File: config.mk
export PLATFORM = sky130hd
export DESIGN_NAME = imem_stream_loader
export DESIGN_NICKNAME = d
export VERILOG_FILES = /design/src/rtl/imem_loader_pkg.sv /design/src/rtl/imem_stream_loader.sv
export SDC_FILE = /design/constraint.sdc
export NUM_CORES = 1
export LEC_CHECK = 0
export ABC_AREA = 1
export CORE_UTILIZATION = 35
export DETAILED_ROUTE_END_ITERATION = 12
export PLACE_DENSITY = 0.59
export SLEW_MARGIN = 20
export SYNTH_ARGS = -nofsm -noshare
export SYNTH_HDL_FRONTEND = slang
export SYNTH_SLANG_ARGS = --single-unit
File: constraint.sdc
create_clock -name clock -period 4.5 [get_ports clock]
set_input_delay 0.9 -clock clock [delete_from_list [all_inputs] [get_ports clock]]
set_output_delay 0.9 -clock clock [all_outputs]
set_load 0.005 [all_outputs]
File: src/rtl/imem_loader_pkg.sv
// Shared types and frame constants for the instruction-memory stream loader.
package imem_loader_pkg;

  typedef enum logic [2:0] {
    IDLE,
    LEN_HI,
    LEN_LO,
    PAYLOAD,
    CHECK,
    DONE,
    ERROR
  } loader_state_e;

  localparam logic [7:0] SYNC_BYTE_DEFAULT = 8'hA5;
  localparam int         LEN_WIDTH         = 16;
  localparam int         BYTE_WIDTH        = 8;
  localparam int         CSUM_WIDTH        = 8;

endpackage

File: src/rtl/imem_stream_loader.sv
// Receives a framed byte stream and writes it into instruction RAM, holding the
// core in reset until a frame passes its length and checksum checks.
module imem_stream_loader
  import imem_loader_pkg::*;
#(
  parameter int         ADDR_WIDTH = 12,
  parameter int         MAX_WORDS  = 2 ** (ADDR_WIDTH - 2),
  parameter logic [7:0] SYNC_BYTE  = SYNC_BYTE_DEFAULT
) (
  input  logic                  clock,
  input  logic                  reset,
  input  logic                  rx_valid,
  input  logic [BYTE_WIDTH-1:0] rx_data,
  output logic                  rx_ready,
  output logic                  imem_we,
  output logic [ADDR_WIDTH-1:0] imem_addr,
  output logic [BYTE_WIDTH-1:0] imem_wdata,
  output logic                  core_reset,
  output logic                  load_busy,
  output logic                  load_done,
  output logic                  load_error,
  output logic [LEN_WIDTH-1:0]  words_loaded
);

  localparam logic [LEN_WIDTH:0] MAX_LEN = (LEN_WIDTH + 1)'(MAX_WORDS);

  loader_state_e         state, state_next;
  logic [7:0]            len_hi;
  logic [LEN_WIDTH-1:0]  len;
  logic [LEN_WIDTH-1:0]  len_word;
  logic [ADDR_WIDTH-1:0] index;
  logic [CSUM_WIDTH-1:0] checksum;
  logic                  accept;
  logic                  is_sync;
  logic                  len_bad;
  logic                  last_byte;

  assign rx_ready  = 1'b1;
  assign accept    = rx_valid;
  assign is_sync   = (rx_data == SYNC_BYTE);
  assign len_word  = {len_hi, rx_data};
  assign len_bad   = (len_word == '0) || ({1'b0, len_word} > MAX_LEN);
  // The final payload byte closes the word that brings the count up to LEN.
  assign last_byte = (index[1:0] == 2'b11) && ((words_loaded + 16'd1) == len);

  // Status outputs are decoded from the registered state, so they move one
  // cycle after the byte that decides them.
  assign core_reset = (state != DONE);
  assign load_done  = (state == DONE);
  assign load_error = (state == ERROR);
  assign load_busy  = (state == LEN_HI) || (state == LEN_LO) ||
                      (state == PAYLOAD) || (state == CHECK);

  always_ff @(posedge clock or negedge reset) begin
    if (!reset) begin
      state <= IDLE;
    end else begin
      state <= state_next;
    end
  end

  always_comb begin
    state_next = state;
    if (accept) begin
      case (state)
        IDLE, DONE, ERROR: if (is_sync) state_next = LEN_HI;
        LEN_HI:            state_next = LEN_LO;
        LEN_LO:            state_next = len_bad ? ERROR : PAYLOAD;
        PAYLOAD:           if (last_byte) state_next = CHECK;
        CHECK:             state_next = (rx_data == checksum) ? DONE : ERROR;
        default:           state_next = IDLE;
      endcase
    end
  end

  always_ff @(posedge clock or negedge reset) begin
    if (!reset) begin
      imem_we      <= 1'b0;
      imem_addr    <= '0;
      imem_wdata   <= '0;
      len_hi       <= '0;
      len          <= '0;
      index        <= '0;
      checksum     <= '0;
      words_loaded <= '0;
    end else begin
      imem_we <= 1'b0;
      if (accept) begin
        case (state)
          IDLE, DONE, ERROR: begin
            if (is_sync) begin
              words_loaded <= '0;
              checksum     <= '0;
              index        <= '0;
            end
          end
          LEN_HI: len_hi <= rx_data;
          LEN_LO: begin
            len   <= len_word;
            index <= '0;
          end
          PAYLOAD: begin
            imem_we    <= 1'b1;
            imem_addr  <= index;
            imem_wdata <= rx_data;
            checksum   <= checksum + rx_data;
            index      <= index + ADDR_WIDTH'(1);
            if (index[1:0] == 2'b11) words_loaded <= words_loaded + 16'd1;
          end
          default: ;
        endcase
      end
    end
  end

endmodule

Word level (Yosys, flattened, before mapping). Cells that the tools add are included.

Add/subtract/negate cells: 3. Order comparisons: 1. Equal/unequal tests: 14. Muxes and demuxes: 14. Reduce and logical (&&, ||, !) cells: 17.

Operators with widths (count): case mux 12 bit (3 select lines) (1); two-way mux 16 bit (2); case mux 16 bit (2 select lines) (1); adder 16 x 1 -> 16 bit (second input constant) (1); equality test 16 bit (1); greater-than comparator 16 x 11 -> 1 bit (second input constant) (1); logical NOT 16 bit (1); case mux 8 bit (2 select lines) (1); case mux 3 bit (5 select lines) (1); adder 12 x 1 -> 12 bit (second input constant) (1); two-way mux 12 bit (1); equality test 3 bit (second input constant) (3); two-way mux 3 bit (3); AND reduction 3 bit (3); adder 8 bit (1); equality test 8 bit (1); equality test 8 bit (second input constant) (1); two-way mux 8 bit (1); equality test 3 x 2 -> 1 bit (second input constant) (2); AND reduction 2 bit (3); logical OR 1 bit (4); inequality test 2 bit (second input constant) (2); AND reduction 4 bit (1); equality test 3 x 1 -> 1 bit (second input constant) (1); 10 further kinds (11).

Register bits after elaboration: 84. Output and inout bits: 42.

Depth between registers and ports, before layout.
Depth in word-level cells: 5. Depth in mapped cells: 16. Mapped depth without buffers: 16.

Worst setup path before layout. OpenSTA, ideal clock, no wires.

Path kind: input to register. Start: input port rx_data[0]. End: register checksum[6]. Arrival: 2200 ps. Setup slack: 2173 ps. Stages: 9. Path buffers: 0. Path through: ha_1 > fa_1 > a21oi_1 > o21ai_0 > a21o_1 > a21oi_1 > nand2_1 > nand2_1 > o21ai_0.

Cells in the longest elaborated chain, start to end: 3. Elaborated cells between the ends (all ways): 5. Those cells by class: add/sub (1); eq/ne (2); mux (1); reduce/logical (1).

RTL lines: start: declaration (RTL line imem_stream_loader.sv:13) `input logic [BYTE_WIDTH-1:0] rx_data,`; branches (longest 3 deep; another with adder 8 bit); end signal: assignment (RTL line imem_stream_loader.sv:106) `checksum <= checksum + rx_data;`; end: declaration (RTL line imem_stream_loader.sv:32) `logic [CSUM_WIDTH-1:0] checksum;`.

Several ways; the timed one is not identified. A chain may end at the register's enable or synchronous reset.

Worst setup path in the final report.
Start: register state[1]. End: output port load_busy.

Cells in the longest elaborated chain, start to end: 4. Elaborated cells between the ends (all ways): 7. Those cells by class: eq/ne (4); reduce/logical (3).

RTL lines: start: declaration (RTL line imem_stream_loader.sv:27) `loader_state_e state, state_next;`; start signal: assignment (RTL line imem_stream_loader.sv:58) `state <= state_next;`; equality test 3 x 1 -> 1 bit / equality test 3 x 2 -> 1 bit (equally long branches) (RTL line imem_stream_loader.sv:51) `assign load_busy = (state == LEN_HI) || (state == LEN_LO) ||`; logical OR 1 bit (2 in series) (RTL line imem_stream_loader.sv:51); logical OR 1 bit * (RTL line imem_stream_loader.sv:52) `(state == PAYLOAD) || (state == CHECK);`; end: declaration (RTL line imem_stream_loader.sv:19) `output logic load_busy,`.

Every way passes the cells marked *; elsewhere a longest branch is shown, timed or not.

==> run_results.csv <==
group,metric,value,unit
worst_setup_path,worstSetupStartpointType,"flop",
pwr,p_total,3.07,mW
floorplanning,ioPinCount,53,
status,status,"completed",
clocking,ctsHoldBuffers,0,
synthesis,avgSynthCellArea,7.68,sq um
worst_setup_path,r2r_start,"index[0]$_DFFE_PN0P_",
synthesis,synth_top_area_share,46.0,%
pwr,p_leak,2.55,nW
floorplanning,num_rows,41,
floorplanning,die_area,13500,sq um
worst_setup_path,path_delay_family,"buffers and inverters",
sta,slew_headroom,42.5,%
final_layout,fin_cells,822,
place,place_ws,1.58,ns
route,wl_per_cell,13.4,um
clocking,cts_repair_resize_count,0,
worst_setup_path,cpMostUsedCell,"inv_1",
final_layout,fin_util,44.0,%
worst_setup_path,reg2regPathDepth,14,
sta,fin_crit,3.05,ns
grt,grt_use_total,17.6,%
hold_path,hold_depth,2,
pwr,vdd_drop_max,221,uV
floorplanning,core,12700,sq um
worst_setup_path,worstPathRequired,3.60,ns
final_layout,area_delta_synth_final,21.9,%
final_layout,seq_area,2100,sq um
sta,clock.fmax,0.327,GHz
final_layout,fin_nets,666,
place,hpwlAfterDp,8040,um
synthesis,syn_nets,616,
worst_setup_path,critPathMaxFanout,11,
worst_setup_path,critical_path_depth,10,
synthesis,synth_area,4570,sq um
floorplanning,start_util,36.1,%
clocking,tritoncts,"yes",
worst_setup_path,slowest_delay,0.51,ns
route,num_vias,4038,
pwr,power.density,552,nW/um^2
run,drv_cap,0,
floorplanning,die_h,116,um
clocking,htree_num_levels,3,
final_layout,n_antenna_cell,0,
route,post_drt_via_cell_ratio,4.91,
worst_setup_path,r2r_end,"state[2]$_DFFE_PN0P_",
clocking,clockBufferDepth,2,
place,globalplace.congestion,0.897,
final_layout,drive_gt1_share,6.31,%
final_layout,multi_input_comb_area,2110,sq um
sta,post-route-period-util,67.9,%
grt,antenna_found_initial,0,
sta,final_max_slew_viol_count,0,
worst_setup_path,path_buf_inv,6,
synthesis,synth.area.top_cells,"dfrtp_1 46%, nand2_1 13%, o21ai_0 7.2%, inv_1 5.9%, nand3_1 5.7%",
sta,tightestPinTransition,0.860,ns
worst_setup_path,path_class,"reg -> out",
grt,grt_pass1_vias,3753,
synthesis,syn_inst,595,
worst_setup_path,cp_cell_sequence,"inv_1 -> nor2_1 -> inv_1 -> nor2_1 -> buf_4 -> inv_2 -> nand2_1 -> inv_1 -> nand2_1 -> clkdlybuf4s50_1",
route,routed_wl,11000,um
clocking,numCtsBuffers,9,
sta,tns,0,ns
synthesis,synth-warning-count,0,
route,dr.pass1.iters,4,
worst_setup_path,slowest_stage,"clkdlybuf4s50_1",
floorplanning,die_x,116,um
hold_path,hp-class,"reg -> reg",
worst_setup_path,rrSetupSlack,2.31,ns
place,dp_cells,806,
grt,grt_pass1_wl,18200,um
synthesis,ys_seq_area_share,46.0,%
worst_setup_path,arrival,2.15,ns
worst_setup_path,cp-endpoint,"load_busy",
clocking,cts_sinks,84,
grt,grt_max_degree,62,
final_layout,n_fill_cell,1295,
sta,final-setup-viol-count,0,
synthesis,synth_area_leader_cell,"dfrtp_1",
worst_setup_path,critPathCaptureType,"primary output",
place,numPortBuffers,51,
synthesis,synth.distinct_cells,31,
sta,hold_violations,0,
worst_setup_path,cp-startpoint,"state[1]$_DFFE_PN0P_",
route,drtIter0Drc,300,
clocking,post_cts_buffers,0,
sta,rsz0062_at_grt,"false",
clocking,clk-insertion-delay-late,0.35,ns
clocking,clk_pin_slew,0.06,ns
clocking,cts-root-buf,"clkbuf_16",
sta,skew,0.00515,ns
grt,globalRouteOverflowTotal,0,
route,route.detailed.drc,0,
sta,worst_slack,1.45,ns
synthesis,synth-seq-cells,84,
route,ant_nets,0,
[registers in the layout, summed over array words and instances, names as in the netlist]
name / flops
imem_wdata: 8
words_loaded: 16
state: 3
len: 16
imem_addr: 12
index: 12
len_hi: 8
imem_we: 1
checksum: 8
[layout by cell type, fill, tap and decap left out, drive strengths merged]
cell,netlist,layout
a21oi,8,8
ha,9,9
inv,75,75
dfrtp,84,84
clkdlybuf4s50,0,50
o21ai,74,74
o22ai,8,8
clkinvlp,0,1
clkinv,0,1
nor3,8,8
xor2,7,7
bufinv,0,1
fa,1,1
conb,1,1
nand4,12,12
buf,8,5
a21o,1,1
clkbuf,8,13
o41ai,1,1
nor4,4,4
mux2,1,1
nand3,54,54
nor2,49,49
xnor2,2,2
xor3,1,1
nand2,168,168
nand3b,11,11
[cells in the mapped netlist, drive strengths merged]
cell,instances
nand2,168
dfrtp,84
inv,75
o21ai,74
nand3,54
nor2,49
nand4,12
nand3b,11
ha,9
a21oi,8
buf,8
clkbuf,8
nor3,8
o22ai,8
xor2,7
nor4,4
xnor2,2
a21o,1
conb,1
fa,1
mux2,1
o41ai,1
xor3,1
[metrics by stage]
| stage | hold slack, ns | cell area [sq um] |
|---|---|---|
| floorplan | 0.453 | 4570 |
| global placement | 0.470 | 5250 |
| detailed placement | 0.474 | 5250 |
| CTS | 0.489 | 5570 |
| global route | 0.513 | 5570 |
| finish | 0.484 | 5570 |
[metal layers]
| metal | up-vias | track usage [%] | wire length, um |
|---|---|---|---|
| met4 | 0 | 8.29 | 205 |
| li1 | 2038 | - | - |
| met3 | 15 | 3.01 | 466 |
| met1 | 1901 | 24.4 | 5430 |
| met5 | - | 0 | 0 |
| met2 | 84 | 26.7 | 4940 |
[worst reg2reg max path: cells and delay by family (launching register included)]
kind / cells / cell delay (ns)
DFF: 1 / 0.45
AOI/OAI and AO/OA: 1 / 0.14
buffers and inverters: 1 / 0.15
and+or+nand+nor: 11 / 1.02
adders and majority gates: 1 / 0.33
[kinds of logic after synthesis]
family / after synthesis / share of synthesized area [%]
AND/OR/NAND/NOR: 306 / 30.1
AO/OA/AOI/OAI: 92 / 10.6
buffers and inverters: 91 / 7.80
flip-flops: 84 / 46.0
adder cells (fa/ha/maj): 10 / 2.90
XOR/XNOR: 10 / 2.24
other: 1 / 0.0820
multiplexers: 1 / 0.246
[report_power, final]
group / internal [mW] / switching, mW / leakage [nW]
Sequential: 1.00 / 0.187 / 1.11
Combinational: 0.501 / 0.595 / 1.27
Clock: 0.489 / 0.300 / 0.158
[final cells by class]
cell class	count	share of cell area [%]
tap	172	3.86
inverter	75	5.05
timing repair buffer	55	9.66
sequential	84	37.7
clock buffer	13	5.03
multi-input combinational	420	37.9
clock inverter	3	0.764
[how the worst min path moves through the flow]
stage	startpoint	to	slack (ns)
CTS	len_hi[0]$_DFFE_PN0P_	len_hi[0]$_DFFE_PN0P_	0.49
finish	len_hi[0]$_DFFE_PN0P_	len_hi[0]$_DFFE_PN0P_	0.48
global route	len_hi[6]$_DFFE_PN0P_	len_hi[6]$_DFFE_PN0P_	0.51
global placement	imem_wdata[2]$_DFFE_PN0P_	imem_wdata[2]$_DFFE_PN0P_	0.47
floorplan	len_hi[0]$_DFFE_PN0P_	len_hi[0]$_DFFE_PN0P_	0.45
detailed placement	len_hi[0]$_DFFE_PN0P_	len_hi[0]$_DFFE_PN0P_	0.47
(Power assumes the default switching activity.)
